## src/rtl/apb_master_arbiter.sv

```systemverilog
// Round-robin arbiter sharing one APB master engine among NUM_REQ requesters.
// Optional WAIT watchdog enabled by defining APB_ARB_TIMEOUT_EN.
module apb_master_arbiter #(
  parameter int NUM_REQ        = 4,
  parameter int TIMEOUT_CYCLES = 256
) (
  input  logic                  i_clk,
  input  logic                  i_reset,
  input  logic [NUM_REQ-1:0]    i_req,
  input  logic [32*NUM_REQ-1:0] i_req_addr,
  input  logic [NUM_REQ-1:0]    i_req_write,
  input  logic [32*NUM_REQ-1:0] i_req_wdata,
  output logic [NUM_REQ-1:0]    o_grant,
  output logic [NUM_REQ-1:0]    o_req_done,
  output logic [31:0]           o_req_rdata,
  output logic                  o_req_slverr,
  output logic                  o_m_start,
  output logic [31:0]           o_m_addr,
  output logic                  o_m_write,
  output logic [31:0]           o_m_wdata,
  output logic                  o_m_abort,
  input  logic                  i_m_done,
  input  logic [31:0]           i_m_rdata,
  input  logic                  i_m_slverr,
  output logic [1:0]            o_dbg_state
);

  // Handshake: i_req is a level held until o_req_done; o_m_start is a single
  // pulse and the master answers with exactly one i_m_done pulse per start.

  localparam int PW = (NUM_REQ > 1) ? $clog2(NUM_REQ) : 1;

  typedef enum logic [1:0] {
    IDLE  = 2'd0,
    ISSUE = 2'd1,
    WAIT  = 2'd2
  } state_e;

  state_e               state_q, state_d;
  logic [PW-1:0]        ptr_q, ptr_d;
  logic [PW-1:0]        gidx_q, gidx_d;
  logic [NUM_REQ-1:0]   grant_q, grant_d;
  logic [NUM_REQ-1:0]   done_q, done_d;
  logic [31:0]          rdata_q, rdata_d;
  logic                 slverr_q, slverr_d;
  logic                 start_q, start_d;
  logic [31:0]          maddr_q, maddr_d;
  logic                 mwrite_q, mwrite_d;
  logic [31:0]          mwdata_q, mwdata_d;
`ifdef APB_ARB_TIMEOUT_EN
  logic [15:0]          cnt_q, cnt_d;
  logic                 abort_q, abort_d;
`endif

  logic [NUM_REQ-1:0]   elig;
  logic                 found;
  logic [PW-1:0]        sel;
  logic [PW-1:0]        cand;
  logic [31:0]          addr_arr  [NUM_REQ];
  logic [31:0]          wdata_arr [NUM_REQ];
  logic [PW-1:0]        ptr_next;

  // The requester just served is masked for its done cycle so it can drop i_req.
  always_comb begin
    elig  = i_req & ~done_q;
    found = 1'b0;
    sel   = '0;
    cand  = '0;
    for (int i = 0; i < NUM_REQ; i++) begin
      addr_arr[i]  = i_req_addr[32*i +: 32];
      wdata_arr[i] = i_req_wdata[32*i +: 32];
    end
    for (int i = 0; i < NUM_REQ; i++) begin
      cand = PW'((int'(ptr_q) + i) % NUM_REQ);
      if (!found && elig[cand]) begin
        found = 1'b1;
        sel   = cand;
      end
    end
  end

  assign ptr_next = (gidx_q == PW'(NUM_REQ - 1)) ? '0 : gidx_q + 1'b1;

  always_comb begin
    state_d  = state_q;
    ptr_d    = ptr_q;
    gidx_d   = gidx_q;
    grant_d  = grant_q;
    done_d   = '0;
    rdata_d  = rdata_q;
    slverr_d = slverr_q;
    start_d  = 1'b0;
    maddr_d  = maddr_q;
    mwrite_d = mwrite_q;
    mwdata_d = mwdata_q;
`ifdef APB_ARB_TIMEOUT_EN
    cnt_d    = cnt_q;
    abort_d  = 1'b0;
`endif
    case (state_q)
      IDLE: begin
        if (found) begin
          gidx_d       = sel;
          grant_d      = '0;
          grant_d[sel] = 1'b1;
          maddr_d      = addr_arr[sel];
          mwrite_d     = i_req_write[sel];
          mwdata_d     = wdata_arr[sel];
          start_d      = 1'b1;
          state_d      = ISSUE;
        end
      end
      ISSUE: begin
        state_d = WAIT;
`ifdef APB_ARB_TIMEOUT_EN
        cnt_d   = '0;
`endif
      end
      WAIT: begin
        if (i_m_done) begin
          rdata_d        = i_m_rdata;
          slverr_d       = i_m_slverr;
          done_d[gidx_q] = 1'b1;
          grant_d        = '0;
          ptr_d          = ptr_next;
          state_d        = IDLE;
        end
`ifdef APB_ARB_TIMEOUT_EN
        else if (cnt_q == 16'(TIMEOUT_CYCLES - 1)) begin
          // Watchdog expiry completes the transaction as an error and resets the master.
          rdata_d        = '0;
          slverr_d       = 1'b1;
          abort_d        = 1'b1;
          done_d[gidx_q] = 1'b1;
          grant_d        = '0;
          ptr_d          = ptr_next;
          state_d        = IDLE;
        end else begin
          cnt_d = cnt_q + 16'd1;
        end
`endif
      end
      default: state_d = IDLE;
    endcase
  end

  always_ff @(posedge i_clk) begin
    if (i_reset) begin
      state_q  <= IDLE;
      ptr_q    <= '0;
      gidx_q   <= '0;
      grant_q  <= '0;
      done_q   <= '0;
      rdata_q  <= '0;
      slverr_q <= 1'b0;
      start_q  <= 1'b0;
      maddr_q  <= '0;
      mwrite_q <= 1'b0;
      mwdata_q <= '0;
`ifdef APB_ARB_TIMEOUT_EN
      cnt_q    <= '0;
      abort_q  <= 1'b0;
`endif
    end else begin
      state_q  <= state_d;
      ptr_q    <= ptr_d;
      gidx_q   <= gidx_d;
      grant_q  <= grant_d;
      done_q   <= done_d;
      rdata_q  <= rdata_d;
      slverr_q <= slverr_d;
      start_q  <= start_d;
      maddr_q  <= maddr_d;
      mwrite_q <= mwrite_d;
      mwdata_q <= mwdata_d;
`ifdef APB_ARB_TIMEOUT_EN
      cnt_q    <= cnt_d;
      abort_q  <= abort_d;
`endif
    end
  end

  assign o_grant      = grant_q;
  assign o_req_done   = done_q;
  assign o_req_rdata  = rdata_q;
  assign o_req_slverr = slverr_q;
  assign o_m_start    = start_q;
  assign o_m_addr     = maddr_q;
  assign o_m_write    = mwrite_q;
  assign o_m_wdata    = mwdata_q;
  assign o_dbg_state  = state_q;
`ifdef APB_ARB_TIMEOUT_EN
  assign o_m_abort    = abort_q;
`else
  assign o_m_abort    = 1'b0;
`endif

endmodule

```

## config.mk

```make
export PLATFORM = sky130hd
export DESIGN_NAME = apb_master_arbiter
export DESIGN_NICKNAME = d
export VERILOG_FILES = /design/src/rtl/apb_master_arbiter.sv
export SDC_FILE = /design/constraint.sdc
export NUM_CORES = 1
export LEC_CHECK = 0
export BUFFER_PORTS_ARGS = -buffer_cell sky130_fd_sc_hd__buf_2
export CORE_AREA = 2 2 162 164
export CTS_CLUSTER_DIAMETER = 100
export DETAILED_ROUTE_END_ITERATION = 8
export DIE_AREA = 0 0 164 166
export GPL_ROUTABILITY_DRIVEN = 0
export SLEW_MARGIN = 10
export SYNTH_ARGS = -nofsm -noshare
export SYNTH_HDL_FRONTEND = slang
export SYNTH_SLANG_ARGS = --single-unit
```

## constraint.sdc

```tcl
create_clock -name i_clk -period 3.3 [get_ports i_clk]
set_input_delay 0.33 -clock i_clk [delete_from_list [all_inputs] [get_ports i_clk]]
set_output_delay 0.33 -clock i_clk [all_outputs]
set_load 0.005 [all_outputs]
```

# After elaboration in Yosys (flattened, before gate mapping)
# Cells that the tools add are included.
# W data, S select, Z words.
# totals
ff_bits	113
input_bits	300
out_inout_bits	110
word_cells	87
# classes
n_addsub	4
magnitude_cmp	9
eq_ne	5
mux	36
bitwise_logic	6
n_reduce_logical	16
# ops
operator	count
$bmux W32 S2	2
$mux W32	4
$lt A2 B3 Y1 const B	6
$mux W2	7
$mux W1	12
$bmux W1 S2	5
$mux W4	2
$pmux W4 S2	1
$pmux W2 S3	1
$reduce_and A2 Y1	3
$logic_and A1 B1 Y1	5
$add A2 B1 Y2 const B	2
$add A2 B2 Y2 const B	2
$and A4 B4 Y4	1
$demux W1 S2	2
$eq A2 B2 Y1 const B	2
$ge A2 B1 Y1 const B	2
$ne A2 B2 Y1 const B	2
$not A4 Y4	1
$ge A3 B3 Y1 const B	1
$logic_not A1 Y1	3
$not A1 Y1	3
$not A2 Y3	1
$reduce_and A3 Y1	1
other kinds (5)	5

# Logic depth before layout (Yosys ltp)
# depth
word_depth	20
depth_mapped	7
depth_no_buf	5

# Least setup slack after synthesis
# No wires, ideal clock.
# synth_path
kind	reg-to-reg
start	reg state_q[1] (netlist: o_dbg_state[1])
end	reg maddr_q[10] (netlist: o_m_addr[10])
setup_time_ns	0.130
arrival_ns	1.546
path_slack_ns	1.624
stages_incl_launch_ff	8
n_path_buf	2
cell_sequence	dfxtp_1 -> or2_4 -> a41oi_4 -> nor2_2 -> buf_6 -> buf_6 -> a222oi_1 -> o21ai_1
# synth_via
elab_chain_len	2
# synth_lines
element	line	rtl
from (decl)	39	state_e state_q, state_d;
from (signal assigned)	165	state_q <= state_d;
$logic_not A2 Y1	100	case (state_q)
$reduce_and A2 Y1 (no source line)	--	
to (signal assigned)	173	maddr_q <= maddr_d;
to (decl)	47	logic [31:0] maddr_q, maddr_d;
# Every way passes these cells.
# A chain may end at the register's enable or synchronous reset.

# Worst setup path after layout
# layout_path
start	reg done_q[0] (netlist: o_req_done[0])
end	reg mwdata_q[9] (netlist: o_m_wdata[9])
# layout_via
elab_chain_len	18
word_cells_on_any_way	29
# layout_lines
element	line	rtl
from (decl)	43	logic [NUM_REQ-1:0] done_q, done_d;
from (signal assigned)	169	done_q <= done_d;
$not A4 Y4 *	65	elig = i_req & ~done_q;
$and A4 B4 Y4 *	65	
$bmux W1 S2	75	if (!found && elig[cand]) begin
$mux W1 (not written as such)	75	
$mux W1	75	
$logic_not A1 Y1	75	
$logic_and A1 B1 Y1	75	
$mux W1	75	
$logic_not A1 Y1	75	
$logic_and A1 B1 Y1	75	
$mux W1	75	
$logic_not A1 Y1	75	
$logic_and A1 B1 Y1	75	
$mux W2	75	
$not A2 Y3 (not written as such)	108	mwdata_d = wdata_arr[sel];
$bmux W32 S2	108	
$mux W32 (not written as such) (2 in a row)	108	
to (signal assigned)	175	mwdata_q <= mwdata_d;
to (decl)	49	logic [31:0] mwdata_q, mwdata_d;
# Every way passes the cells marked *; elsewhere a longest branch is shown, timed or not. The select of a mux whose other input is x is not followed.

==> implementation parameters <==
Parameter                              Value

Pwr
  Switching fraction of total power    27.64%
  Share of power burned in combinational logic    17.7%
  Leak    3.868 nW
  Total Power    4.403 mW
  Cell Pwr Density    558.3 nW/um^2
  Clock power share    46.5%
  Psw    1.217 mW
  Part of the power in registers    35.8%
  Maximum ir drop on the vdd rail    215.2 uV
  Internal power summed over all cells    3.186 mW

Synth
  Cells after synthesis    450
  Syn nets    754
  Flops & latches, synth    113
  Warning count from the yosys run    0
  Post-synthesis average cell area    10.93 sq um
  Proportion of synthesized chip area in sequential cells    45.99%
  Post-synthesis cell type count    38
  Mapped cell area    4918 sq um

Die
  Initial Utilization    19.20%
  Overall die area    27220 sq um
  Width of the chip    164 microns
  Top-Level Pins    410
  Row cnt    59
  Core box area    25620 sq um
  Die Ht    166 microns

Timing
  Final Max Tran Viols    0
  Finish-stage setup viols    0
  Worst rel slew slack    53.77%
  Hold Vio Cnt, Final    0
  Unrepaired setup endpoints after global routing    false
  Worst Max-Slew Pin Slew    0.6935 ns
  Final cycle utilization of the critical path    67.86%
  Peak Freq    446.6 MHz
  Final Critical Period    2.239 ns
  Worst clock skew    0.008902 ns
  Post-Route Setup TNS    0 ns

Layout
  Fraction of layout instances using a drive strength above 1    54.07%
  Area of all sequential standard cells    2262 sq um
  Area growth syn-to-layout    60.34%
  Filler cell count    2716
  Antenna diode instance count    0
  Multi-input combinational cell area    2401 sq um
  Post-layout nets    1151

CTS
  Number of buffers on the longest clock path    2
  Number of buffers added by the clock tree synthesis step    17
  Clock transition at the register clock pins on the worst setup and hold paths after CTS    0.06 ns
  Number of sinks handled by clock tree synthesis    113
  Cts hold-fix bufs    0
  Post-CTS Repair Setup Buffers    0
  Clock root cell    clkbuf_16
  CTS-repair resized insts    0
  Latest clock arrival within the worst-skew pair    0.41 ns
  TritonCTS clock tree    done
  H-tree levels    4

Placed design
  Dpl hpwl    15.72 mm
  Buffers added on ports    408

Global routing
  Pin count of the biggest net entering global routing    41
  Global-route wire length before repair    30.04 mm
  Vias in the first global route    5607
  Total track usage    14.23%
  Initial antenna violation count    0
  Overflow after GRT    0

Detailed routing
  Number of DRC markers after the initial detailed-route iteration    468
  Number of DRC violations after detailed routing    0
  Count of antenna-violating nets left after detailed routing    0
  Average wire per standard cell    17.18 microns
  Total number of vias    5508
  First-pass iteration count of the detailed router    7
  Mean number of vias per cell    4.609
  Total Wirelength    20.53 mm

Worst setup path
  Crit Path Max Fanout    26
  Startpoint type of the worst setup path    flop
  Worst setup path startpoint    o_req_done[0]
  Arrival time of the worst setup path    2.57 ns
  Endpoint required time on the critical path    3.63 ns
  Nature of the critical path endpoint    flop
  Path type of the worst setup path    flop to flop
  RR Startpoint    o_req_done[0]

Min path
  Worst min-delay path class    primary input to flop
  Origin of the worst min-delay path    i_m_rdata[14]

Run status
  Result of the run    finished, final reports clean

Job
  Max-capacitance violation count    0
-- stage by stage --
| stage | hold WS, ns | utilization (%) | std cells | instance area [sq um] | setup slack (ns) |
|---|---|---|---|---|---|
| 3_3_place_gp | 0.4309 | 28.27 | 1163 | 7241 | 1.024 |
| 4_1_cts | 0.09677 | 30.79 | 1195 | 7886 | 1.024 |
| 2_1_floorplan | 0.4024 | - | 450 | 4918 | 1.624 |
| 3_5_place_dp | 0.4419 | 28.27 | 1163 | 7241 | 1.016 |
| 5_1_grt | 0.1024 | 30.79 | 1195 | 7886 | 0.8178 |
| 6_report | 0.1237 | 30.79 | 1195 | 7886 | 1.061 |
-- state kept, by name, summed over array words and instances (netlist names) --
| signal | count |
|---|---|
| o_req_done | 4 |
| o_m_start | 1 |
| o_m_wdata | 32 |
| gidx_q | 2 |
| o_req_slverr | 1 |
| o_dbg_state | 2 |
| o_req_rdata | 32 |
| ptr_q | 2 |
| o_grant | 4 |
| o_m_write | 1 |
| o_m_addr | 32 |
-- layout make-up --
cell class,instances,area share [%]
multi-input combinational,290,30.45
clock buffer,17,5.394
sequential,113,28.68
inverter,3,0.1428
tap,335,5.315
clock inverter,15,2.792
timing repair buffer,422,27.23
-- worst paths after layout --
path / to / slack (ns) / cells after the start
worst max-delay path: o_m_wdata[9] / 1.06 / 6
worst min-delay path: o_req_rdata[14] / 0.12 / 2
worst max register to register: o_m_wdata[9] / 1.06 / 6
worst min register to register: o_grant[2] / 0.45 / 2
-- synth_stat cells --
library cell	count	area (sq um)
or2_1	1	6.260
dfxtp_1	113	2262
nor3_1	1	5.000
buf_4	6	45.04
o21bai_1	1	7.510
o22ai_2	1	12.51
nor2b_1	4	25.02
nor3b_1	1	7.510
a21boi_1	1	7.510
nor2_2	1	6.260
buf_6	9	101.4
or2_4	1	8.760
conb_1	1	3.750
ha_1	4	50.05
nor2_1	10	37.54
a22o_1	35	306.5
a32o_1	1	10.01
a21oi_1	3	15.01
and2_1	4	25.02
or2_2	1	6.260
mux2i_1	67	670.6
a21o_1	2	15.01
a211oi_2	1	12.51
o21ai_1	67	335.3
buf_2	13	65.06
o211a_1	1	10.01
or3_4	1	11.26
nand3b_1	1	7.510
o211ai_1	1	7.510
a2111oi_4	1	27.53
o21ai_0	1	5.000
nand2b_1	5	31.28
nand2_1	4	15.01
inv_1	3	11.26
a41oi_4	1	27.53
a31oi_1	1	6.260
a222oi_1	65	650.6
clkbuf_1	16	60.06
-- kinds of logic (layout without fill, tap and decap cells) --
family                   count (synthesis)  in the layout  synth area share (%)
AO/OA/AOI/OAI                          183            183                 29.61
adder cells (fa/ha/maj)                  4              4                 1.018
buffers and inverters                   47            457                 5.749
flip-flops                             113            113                 45.99
multiplexers                            67             67                 13.64
other                                    1              1               0.07624
AND/OR/NAND/NOR                         35             35                 3.918
-- critical path: stages (launching register included) --
cell and delay, ns:
dfxtp_1 0.38, nand2b_1 0.28, o211ai_1 0.19, a211oi_4 0.59, buf_4 0.42, a222oi_1 0.15
o21ai_1 0.11
-- power groups by stage --
stage | Clock [mW] | Combinational, mW | Sequential (mW)
CTS | 2.12 | 0.790 | 1.58
detailed placement | 0 | 0.790 | 1.60
global route | 2.17 | 0.856 | 1.59
finish | 2.05 | 0.778 | 1.58
floorplan | 0 | 0.368 | 1.61
global placement | 0 | 0.781 | 1.60
-- layer usage --
layer / wire [microns] / share of wire [%] / GRT usage [%]
met1: 8253 / 40 / 16.35
met2: 10310 / 50 / 25.41
met3: 1724 / 8.4 / 3.871
met4: 245 / 1.2 / 4.424
met5: 0 / 0 / 0
-- cells in the final DEF (no fill, tap or decap), types with 2 or more instances in the layout --
cell type    n
nand2b_1     5
nor2b_1      3
a22o_1      35
a21o_1       2
inv_6        6
clkinv_4     2
buf_4       14
nand2_1      3
buf_2      408
clkbuf_16   17
inv_1        3
ha_1         4
nor2_1       9
and2_1       4
o21ai_1     67
bufinv_16    4
a21oi_1      3
inv_8        2
a222oi_1    65
mux2i_1     67
dfxtp_1    113
No activity file was read; power rests on OpenSTA's default activity.
